### src/rtl/proc_control_fsm_pkg.sv
// ---------------------------------------------------------------------------
// proc_pkg
//   Definitions shared by the control unit, the bus MUX and the ALU:
//   - opcode values
//   - control-step encoding T0..T3
//   - bus-select bit positions
//   - ALU operation codes
// ---------------------------------------------------------------------------
package proc_pkg;

  // Opcodes, taken from instruction bits [8:6]
  localparam logic [2:0] OP_MV  = 3'b000;
  localparam logic [2:0] OP_MVI = 3'b001;
  localparam logic [2:0] OP_ADD = 3'b010;
  localparam logic [2:0] OP_SUB = 3'b011;
  localparam logic [2:0] OP_AND = 3'b100;

  // Control steps
  typedef enum logic [1:0] {
    T0 = 2'd0,
    T1 = 2'd1,
    T2 = 2'd2,
    T3 = 2'd3
  } state_t;

  // Bus-select bit positions.
  // R0..R7 occupy bits [8:1]; register Ri sits at bit SEL_DIN-1-i.
  localparam int SEL_DIN = 9;
  localparam int SEL_G   = 0;

  // ALU operation codes
  localparam logic [1:0] ALU_ADD = 2'b00;
  localparam logic [1:0] ALU_SUB = 2'b01;
  localparam logic [1:0] ALU_AND = 2'b10;

  // Map an ALU opcode to its ALU operation.
  // Non-ALU opcodes map to ALU_ADD, which is the idle value of AluOp.
  function automatic logic [1:0] alu_op_of(input logic [2:0] op);
    case (op)
      OP_SUB:  alu_op_of = ALU_SUB;
      OP_AND:  alu_op_of = ALU_AND;
      default: alu_op_of = ALU_ADD;
    endcase
  endfunction

endpackage

### src/rtl/proc_control_fsm_if.sv
// ---------------------------------------------------------------------------
// proc_control_fsm_if
//   Bus-select / register-enable interface between the control unit
//   (master) and the bus MUX / register file (slave).
//
//   Run    : start request, sampled only in T0
//   DIN    : instruction / immediate source
//   BusSel : one-hot bus-select word
//   Rin    : register load enables
//   Ain    : load A from the bus
//   Gin    : load G from the ALU
//   AluOp  : ALU operation
//   IRin   : IR load strobe
//   Done   : end-of-instruction pulse
// ---------------------------------------------------------------------------
interface proc_control_fsm_if #(
  parameter int DATA_W = 16,
  parameter int N_REGS = 8,
  parameter int SEL_W  = N_REGS + 2
);
  logic              Run;
  logic [DATA_W-1:0] DIN;
  logic [SEL_W-1:0]  BusSel;
  logic [N_REGS-1:0] Rin;
  logic              Ain;
  logic              Gin;
  logic [1:0]        AluOp;
  logic              IRin;
  logic              Done;

  modport master (
    input  Run, DIN,
    output BusSel, Rin, Ain, Gin, AluOp, IRin, Done
  );

  modport slave (
    output Run, DIN,
    input  BusSel, Rin, Ain, Gin, AluOp, IRin, Done
  );
endinterface

### src/rtl/proc_control_fsm_onehot_reg_dec.sv
// ---------------------------------------------------------------------------
// onehot_reg_dec
//   Converts a register index into an N-bit one-hot word (bit idx set).
//
//   idx : register index
//   oh  : one-hot decode of idx
// ---------------------------------------------------------------------------
module onehot_reg_dec #(
  parameter int N_REGS = 8,
  parameter int IDX_W  = $clog2(N_REGS)
) (
  input  logic [IDX_W-1:0]  idx,
  output logic [N_REGS-1:0] oh
);
  assign oh = N_REGS'(1) << idx;
endmodule

### src/rtl/proc_control_fsm.sv
// ---------------------------------------------------------------------------
// proc_control_fsm
//   Control unit for the 16-bit register-bus datapath.
//   It fetches a 9-bit instruction (III XXX YYY) from DIN in T0, then
//   sequences it over T1..T3. Outputs are decoded combinationally from the
//   current step and the IR.
//
//   Clock  : rising-edge clock
//   Resetn : synchronous, active-low reset. While low, all outputs are
//            forced to the idle value.
//   bus    : master side of proc_control_fsm_if
//            (Run, DIN in; BusSel, Rin, Ain, Gin, AluOp, IRin, Done out)
// ---------------------------------------------------------------------------
module proc_control_fsm
  import proc_pkg::*;
#(
  parameter int DATA_W = 16,
  parameter int IR_W   = 9,
  parameter int N_REGS = 8,
  parameter int SEL_W  = N_REGS + 2
) (
  input  logic                 Clock,
  input  logic                 Resetn,
  proc_control_fsm_if.master   bus
);

  localparam int RIDX_W = $clog2(N_REGS);

  state_t            state;
  state_t            state_nxt;
  logic [IR_W-1:0]   ir;
  logic [2:0]        opcode;
  logic [RIDX_W-1:0] rx;
  logic [RIDX_W-1:0] ry;
  logic [N_REGS-1:0] dec_x;
  logic [N_REGS-1:0] dec_y;
  logic              ir_load;

  // Only DIN[IR_W-1:0] carries the instruction; the upper bits
  // reach the datapath through the bus, not through the control unit.
  logic unused_din;
  assign unused_din = ^bus.DIN[DATA_W-1:IR_W];

  assign opcode = ir[IR_W-1 -: 3];
  assign rx     = ir[2*RIDX_W-1 -: RIDX_W];
  assign ry     = ir[RIDX_W-1:0];

  // Rx drives both the Rin write enable and the A-load bus select.
  // Ry drives the source-operand bus select.
  onehot_reg_dec #(.N_REGS(N_REGS), .IDX_W(RIDX_W)) u_dec_x (
    .idx (rx),
    .oh  (dec_x)
  );

  onehot_reg_dec #(.N_REGS(N_REGS), .IDX_W(RIDX_W)) u_dec_y (
    .idx (ry),
    .oh  (dec_y)
  );

  // Place a register one-hot into the bus-select field.
  // Ri maps to bit SEL_DIN-1-i, so R0 sits just below DIN.
  function automatic logic [SEL_W-1:0] reg_sel(input logic [N_REGS-1:0] oh);
    reg_sel = '0;
    for (int i = 0; i < N_REGS; i++) begin
      reg_sel[SEL_DIN-1-i] = oh[i];
    end
  endfunction

  function automatic logic [SEL_W-1:0] fixed_sel(input int bitpos);
    fixed_sel = '0;
    fixed_sel[bitpos] = 1'b1;
  endfunction

  assign ir_load = (state == T0) && bus.Run;

  // State and IR registers
  always_ff @(posedge Clock) begin
    if (!Resetn) begin
      state <= T0;
      ir    <= '0;
    end else begin
      state <= state_nxt;
      if (ir_load) begin
        ir <= bus.DIN[IR_W-1:0];
      end
    end
  end

  // Next-state and output decode
  always_comb begin
    state_nxt  = state;
    bus.BusSel = fixed_sel(SEL_DIN);
    bus.Rin    = '0;
    bus.Ain    = 1'b0;
    bus.Gin    = 1'b0;
    bus.AluOp  = ALU_ADD;
    bus.IRin   = 1'b0;
    bus.Done   = 1'b0;

    case (state)
      T0: begin
        if (bus.Run) begin
          bus.IRin  = 1'b1;
          state_nxt = T1;
        end
      end
      T1: begin
        case (opcode)
          OP_MV: begin
            bus.BusSel = reg_sel(dec_y);
            bus.Rin    = dec_x;
            bus.Done   = 1'b1;
            state_nxt  = T0;
          end
          OP_MVI: begin
            // The immediate value is carried on DIN during this cycle.
            bus.Rin   = dec_x;
            bus.Done  = 1'b1;
            state_nxt = T0;
          end
          OP_ADD, OP_SUB, OP_AND: begin
            bus.BusSel = reg_sel(dec_x);
            bus.Ain    = 1'b1;
            state_nxt  = T2;
          end
          default: begin
            // Illegal opcode: retire with no register side effects.
            bus.Done  = 1'b1;
            state_nxt = T0;
          end
        endcase
      end
      T2: begin
        bus.BusSel = reg_sel(dec_y);
        bus.Gin    = 1'b1;
        bus.AluOp  = alu_op_of(opcode);
        state_nxt  = T3;
      end
      T3: begin
        bus.BusSel = fixed_sel(SEL_G);
        bus.Rin    = dec_x;
        bus.Done   = 1'b1;
        state_nxt  = T0;
      end
      default: state_nxt = T0;
    endcase

    // Reset overrides the decode immediately, so an aborted instruction
    // cannot leak an enable during the reset cycles.
    if (!Resetn) begin
      bus.BusSel = fixed_sel(SEL_DIN);
      bus.Rin    = '0;
      bus.Ain    = 1'b0;
      bus.Gin    = 1'b0;
      bus.AluOp  = ALU_ADD;
      bus.IRin   = 1'b0;
      bus.Done   = 1'b0;
    end
  end

endmodule

### src/flat_wrapper.sv
// flat-port wrapper written by rule: the top's interface ports become plain ports
module proc_control_fsm_flat import proc_pkg::*;
#(
  parameter int DATA_W = 16,
  parameter int IR_W   = 9,
  parameter int N_REGS = 8,
  parameter int SEL_W  = N_REGS + 2
)
  (Clock, Resetn, bus_Run, bus_DIN, bus_BusSel, bus_Rin, bus_Ain, bus_Gin, bus_AluOp, bus_IRin, bus_Done);
  proc_control_fsm_if #(.DATA_W(DATA_W), .N_REGS(N_REGS), .SEL_W(SEL_W)) bus_i ();
  input  logic Clock;
  input  logic Resetn;
  input wire logic [$bits(bus_i.Run)-1:0] bus_Run;
  input wire logic [$bits(bus_i.DIN)-1:0] bus_DIN;
  output wire logic [$bits(bus_i.BusSel)-1:0] bus_BusSel;
  output wire logic [$bits(bus_i.Rin)-1:0] bus_Rin;
  output wire logic [$bits(bus_i.Ain)-1:0] bus_Ain;
  output wire logic [$bits(bus_i.Gin)-1:0] bus_Gin;
  output wire logic [$bits(bus_i.AluOp)-1:0] bus_AluOp;
  output wire logic [$bits(bus_i.IRin)-1:0] bus_IRin;
  output wire logic [$bits(bus_i.Done)-1:0] bus_Done;
  assign bus_i.Run = bus_Run;
  assign bus_i.DIN = bus_DIN;
  assign bus_BusSel = bus_i.BusSel;
  assign bus_Rin = bus_i.Rin;
  assign bus_Ain = bus_i.Ain;
  assign bus_Gin = bus_i.Gin;
  assign bus_AluOp = bus_i.AluOp;
  assign bus_IRin = bus_i.IRin;
  assign bus_Done = bus_i.Done;
  proc_control_fsm #(.DATA_W(DATA_W), .IR_W(IR_W), .N_REGS(N_REGS), .SEL_W(SEL_W)) u_core (.Clock(Clock), .Resetn(Resetn), .bus(bus_i));
endmodule
### config.mk
export PLATFORM = sky130hd
export DESIGN_NAME = proc_control_fsm_flat
export DESIGN_NICKNAME = d
export VERILOG_FILES = /design/src/rtl/proc_control_fsm_pkg.sv /design/src/rtl/proc_control_fsm_if.sv /design/src/rtl/proc_control_fsm_onehot_reg_dec.sv /design/src/rtl/proc_control_fsm.sv /design/src/flat_wrapper.sv
export SDC_FILE = /design/constraint.sdc
export NUM_CORES = 1
export LEC_CHECK = 0
export ABC_AREA = 0
export CORE_UTILIZATION = 41
export CTS_CLUSTER_DIAMETER = 40
export DETAILED_ROUTE_END_ITERATION = 8
export HOLD_SLACK_MARGIN = 0.15
export PLACE_DENSITY = 0.85
export SLEW_MARGIN = 30
export SYNTH_ARGS = -nofsm -noshare
export SYNTH_HDL_FRONTEND = slang
export SYNTH_SLANG_ARGS = --single-unit
### constraint.sdc
create_clock -name Clock -period 3.7 [get_ports Clock]
set_input_delay 0.37 -clock Clock [delete_from_list [all_inputs] [get_ports Clock]]
set_output_delay 0.37 -clock Clock [all_outputs]
set_load 0.02 [all_outputs]
Yosys cells after proc, flatten, opt, wreduce, memory -nomap -nowiden
Index checks and enable logic that the tools add are counted.
{"block": "op_classes", "eq_ne": 8, "shift": 2, "muxes": 23, "n_reduce_logical": 5}
{"cell": "$pmux 10 s3", "n": 1}
{"cell": "$pmux 10 s2", "n": 1}
{"cell": "$mux 8", "n": 2}
{"cell": "$pmux 8 s2", "n": 1}
{"cell": "$shl 1x3->8 const A", "n": 2}
{"cell": "$mux 1", "n": 10}
{"cell": "$mux 10", "n": 1}
{"cell": "$mux 2", "n": 4}
{"cell": "$pmux 2 s4", "n": 1}
{"cell": "$eq 3x2->1 const B", "n": 2}
{"cell": "$eq 2x2->1 const B", "n": 2}
{"cell": "$pmux 2 s2", "n": 1}
{"cell": "$eq 3x1->1 const B", "n": 1}
{"cell": "$eq 3x3->1 const B", "n": 1}
{"cell": "$logic_not 3->1", "n": 1}
{"cell": "$reduce_or 3->1", "n": 1}
{"cell": "$eq 2x1->1 const B", "n": 1}
{"cell": "$logic_not 2->1", "n": 1}
{"cell": "$ne 2x2->1 const B", "n": 1}
{"cell": "$pmux 1 s2", "n": 1}
{"cell": "$reduce_or 2->1", "n": 1}
{"cell": "$logic_and 1x1->1", "n": 1}
{"block": "word_totals", "reg_bits": 11, "inputBits": 19, "output_inout_bits": 24, "word_cells": 40}

Depth between registers and ports, before layout
{"block": "depth", "ltp_word": 5, "mapped_depth": 4, "ltp_nobuf": 3}

By module
Synthesis repeated with hierarchy kept, for this count alone.
{"block": "hier_totals", "cells_unflattened": 88, "area_unflattened_um2": 794.5}
{"mod": "proc_control_fsm", "n_inst": 1, "cells_each": 72, "area_each_um2": 664.4, "seq_area_each_um2": 220.2}
{"mod": "onehot_reg_dec", "n_inst": 2, "cells_each": 8, "area_each_um2": 65.1, "seq_area_each_um2": 0.0}

Least setup slack after synthesis
No wires, ideal clock.
{"block": "synth_path", "kind": "register to output", "start": "reg u_core.state[0]", "end": "out bus_BusSel[1]", "arrival_ps": 1378, "required_ps": 3330, "setup_slack_ps": 1952, "path_stages_with_launch": 5, "path_buffers": 1, "path_cell_list": "dfxtp_1 buf_4 nor3b_2 a21oi_2 o32ai_1"}
{"block": "synth_between", "elab_chain_cells": 3, "elab_cells_between_ends": 5, "classes_between": "3 x eq/ne; 2 x mux"}
{"item": "start, declared", "line_no": "proc_control_fsm.sv:29", "source": "state_t state;"}
{"item": "start signal, assigned", "line_no": "proc_control_fsm.sv:82", "source": "state <= state_nxt;"}
{"item": "$eq 2x2->1 / $eq 2x1->1 (equally long branches)", "line_no": "proc_control_fsm.sv:100", "source": "case (state)"}
{"item": "$pmux 10 s3 (*)", "line_no": "proc_control_fsm.sv:100"}
{"item": "$mux 10 (*)", "line_no": "proc_control_fsm.sv:150", "source": "if (!Resetn) begin"}
{"item": "end, declared", "line_no": "flat_wrapper.sv:15", "source": "output wire logic [$bits(bus_i.BusSel)-1:0] bus_BusSel;"}
Every way passes the cells marked *; elsewhere a longest branch is shown, timed or not.

Worst setup path in the final report
{"block": "layout_path", "start": "in Resetn", "end": "out bus_BusSel[8]"}
{"block": "layout_between", "elab_chain_cells": 1}
{"item": "start, declared", "line_no": "flat_wrapper.sv:12", "source": "input logic Resetn;"}
{"item": "$mux 10", "line_no": "proc_control_fsm.sv:150"}
No other way between the ends.

==> implementation parameters <==
Parameter                              Value

Synth
  Post-synthesis sequential area ratio    28.4%
  Post-synth EDFFs    0
  Post-synth top area share    between 20% and 30%
  Cell area after technology mapping    between 700 and 800 um^2
  Proportion of register bits with asynchronous set or reset after synthesis    0%
  Leading register cell type out of synthesis    sky130_fd_sc_hd__dfxtp_1
  Yosys warns    0
  Number of distinct library cell variants in the gate-level netlist after synthesis    34
  Dominant cell type by area after synthesis    sky130_fd_sc_hd__dfxtp_1
  Synth Register Bits    11
  Synthesized Nets    approximately 110
  Post-Syn Area per Cell    8.82 um^2
  Largest cells by area after synthesis    sky130_fd_sc_hd__dfxtp_1, sky130_fd_sc_hd__mux2i_1, sky130_fd_sc_hd__nor2b_1
  Number of cells produced by synthesis    88

Floorplan
  Number of top-level pins    43
  Die Span Y    approximately 45 um
  Die Area    just over 0.002 mm^2
  Core area    0.00175 mm^2
  Starting density of the core    44.4%
  Number of rows created at floorplan    15
  Die Width    45.5 um

Critical path
  Critical Path AT    ~2.5 ns
  Worst Path Class, Setup    in -> out
  Type of element capturing the critical path    output port
  Startpoint kind of the worst setup timing path    input pin
  Data required time at the worst endpoint    approximately 3.3 ns
  Maximum fanout count along the critical path    13

Global route
  First-pass GRT wire length    3120 um
  Combined global-route utilization of all metal layers    20.3%
  Largest net degree at the start of global routing    14
  Via count of the first global-routing pass    approximately 710
  Global route total overflow    0
  Antenna violations before repair    0

Timing
  Final number of setup-violating endpoints    0
  Transition time of the tightest slew-check pin    approximately 0.42 ns
  Peak Freq    0.347 GHz
  Count of final max-slew check failures    0
  Hold violation total from the final report    0
  Worst clock skew on the final layout    0.00759 ns
  Setup repair after global routing missed its margin    false
  Final clock period utilization by the worst path    78.0%
  Post-route worst setup slack    0.816 ns
  Final Critical Period    between 2 and 3 ns
  Normalized max-slew margin    between 70% and 80%
  Setup TNS after final layout    0 ns
  Min Hold Slack    0.561 ns

Final layout
  Non-filler instance count after layout    about 150
  Layout overhead on the synthesized area    50.0%
  Fraction of final layout cells with drive strength greater than 1    11.3%
  Filler instances    around 170
  Antenna Diode Count    0
  Sequential cell area    220 um^2
  Post-layout nets    144
  Area taken by multi-input logic gates    ~520 um^2

Worst hold path
  Class of the tightest hold or removal check    reg -> reg

Placement
  Worst slack after detailed placement    0.810 ns
  Placer Congestion    0.773
  Input/output buffers    35
  Detailed placement HPWL    between 1500 and 2000 um
  Instance count after placement with tap cells included    145

Power
  Tot Pwr    298 uW
  Standby leakage power    0.408 nW
  Switching portion of total power    between 20% and 30%
  Switching component of the power    89.0 uW
  Proportion of power drawn by combinational gates    between 20% and 30%
  Relative contribution of sequential cells to total power    46.4%
  Total power divided by cell area    256 mW/mm^2
  Int Pwr    between 200 and 250 uW
  Peak supply drop    266 uV
  Fraction of power consumed by the clock network    27.4%

Clock network
  TritonCTS clock tree    yes
  Postcts setup bufs    0
  Root buffer cell    sky130_fd_sc_hd__clkbuf_4
  Hold buffer count at CTS    0
  CTS max path bufs    2
  Count of H-tree levels built during CTS    1
  Number of cells upsized or downsized after cts    0
  Clock transition at path regs    about 0.07 ns
  Clock buffer count from CTS    3
  Clock Latency Late Sink    between 0.2 and 0.3 ns
  Total number of clock tree sinks    11

Routing
  Post-route antenna net violation count    0
  First-pass iteration count of the detailed router    4
  Via total after detailed routing    804
  Via count normalized by instance count    5.40
  Wire length after detailed routing    1970 um
  Initial DRC Count    11
  Average detailed-routed wire length per instance    13.2 um
  Post-route DRC    0

Run
  Max-cap violations    0

Run status
  Result of the run    completed
[layout by cell type (no fill, tap or decap), types with 3 or more instances in the layout]
master,count
sky130_fd_sc_hd__dfxtp_1,11
sky130_fd_sc_hd__nor2b_1,11
sky130_fd_sc_hd__clkbuf_4,3
sky130_fd_sc_hd__clkdlybuf4s50_1,35
sky130_fd_sc_hd__o21bai_1,3
sky130_fd_sc_hd__o32ai_1,6
sky130_fd_sc_hd__nor2_1,11
sky130_fd_sc_hd__mux2i_1,9
[per-stage QoR]
step / util [%] / area, um^2
after floorplan: - / 776
after global placement: 65.2 / 1140
after detailed placement: 65.2 / 1140
after CTS: 66.7 / 1160
after global routing: 66.7 / 1160
final: 66.7 / 1160
[flip-flops by register name, indices dropped and copies added (netlist names), named ones only]
| signal | flops |
|---|---|
| u_core.ir | 9 |
| u_core.state | 1 |
[critical path: stages]
cell and delay, ns:
sky130_fd_sc_hd__clkdlybuf4s50_1 0.72, sky130_fd_sc_hd__buf_4 0.24, sky130_fd_sc_hd__or4b_1 0.44, sky130_fd_sc_hd__o22ai_1 0.12, sky130_fd_sc_hd__clkdlybuf4s50_1 0.62
[cell type report]
class	count	area share, %
multi-input cells	71	44.4
repair buffers	37	31.4
flip-flops and latches	11	18.9
well taps	25	2.69
clock buffers	4	2.26
inverters	1	0.323
[cell usage after synthesis (2+ instances only)]
library cell               number
sky130_fd_sc_hd__nand2_1        2
sky130_fd_sc_hd__buf_4          2
sky130_fd_sc_hd__nor2_1        11
sky130_fd_sc_hd__o32ai_1        6
sky130_fd_sc_hd__nand2b_1       2
sky130_fd_sc_hd__or4b_1         2
sky130_fd_sc_hd__nor3b_1        2
sky130_fd_sc_hd__nor3b_2        2
sky130_fd_sc_hd__nand3b_1       2
sky130_fd_sc_hd__and2_1         2
sky130_fd_sc_hd__o21bai_1       3
sky130_fd_sc_hd__and3_1         2
sky130_fd_sc_hd__nor2b_1       11
sky130_fd_sc_hd__dfxtp_1       11
sky130_fd_sc_hd__mux2i_1        9
[cells by family after synthesis]
kind of cell	count (synthesis)	share of synthesized area [%]
AO/OA/AOI/OAI	16	17.4
buffers and inverters	6	5.00
flip-flops	11	28.4
multiplexers	9	11.6
AND/OR/NAND/NOR	46	37.6
[power groups by stage]
stage | Clock, mW | Combinational, mW | Sequential, mW
global route | 0.0901 | 0.0846 | 0.140
CTS | 0.0838 | 0.0785 | 0.138
floorplan | 0 | 0.0536 | 0.136
detailed placement | 0 | 0.0785 | 0.141
global placement | 0 | 0.0759 | 0.140
finish | 0.0819 | 0.0781 | 0.138
[worst paths after layout]
path / to / slack (ns) / cells past startpoint / start
worst min register to register: u_core.ir[4] / 0.56 / 2 / u_core.ir[4]
worst min-delay path: u_core.ir[4] / 0.56 / 2 / u_core.ir[4]
worst max-delay path: bus_BusSel[8] / 0.82 / 5 / Resetn
worst max register to register: u_core.ir[8] / 2.39 / 4 / u_core.state[0]
[per-layer routing]
layer	vias up	track usage [%]	wire, um
met5	-	0	0
met2	32	32.6	1020
met4	0	6.06	0
met1	371	28.5	850
li1	401	-	-
met3	0	1.98	101
No activity file was read; power rests on OpenSTA's default activity.
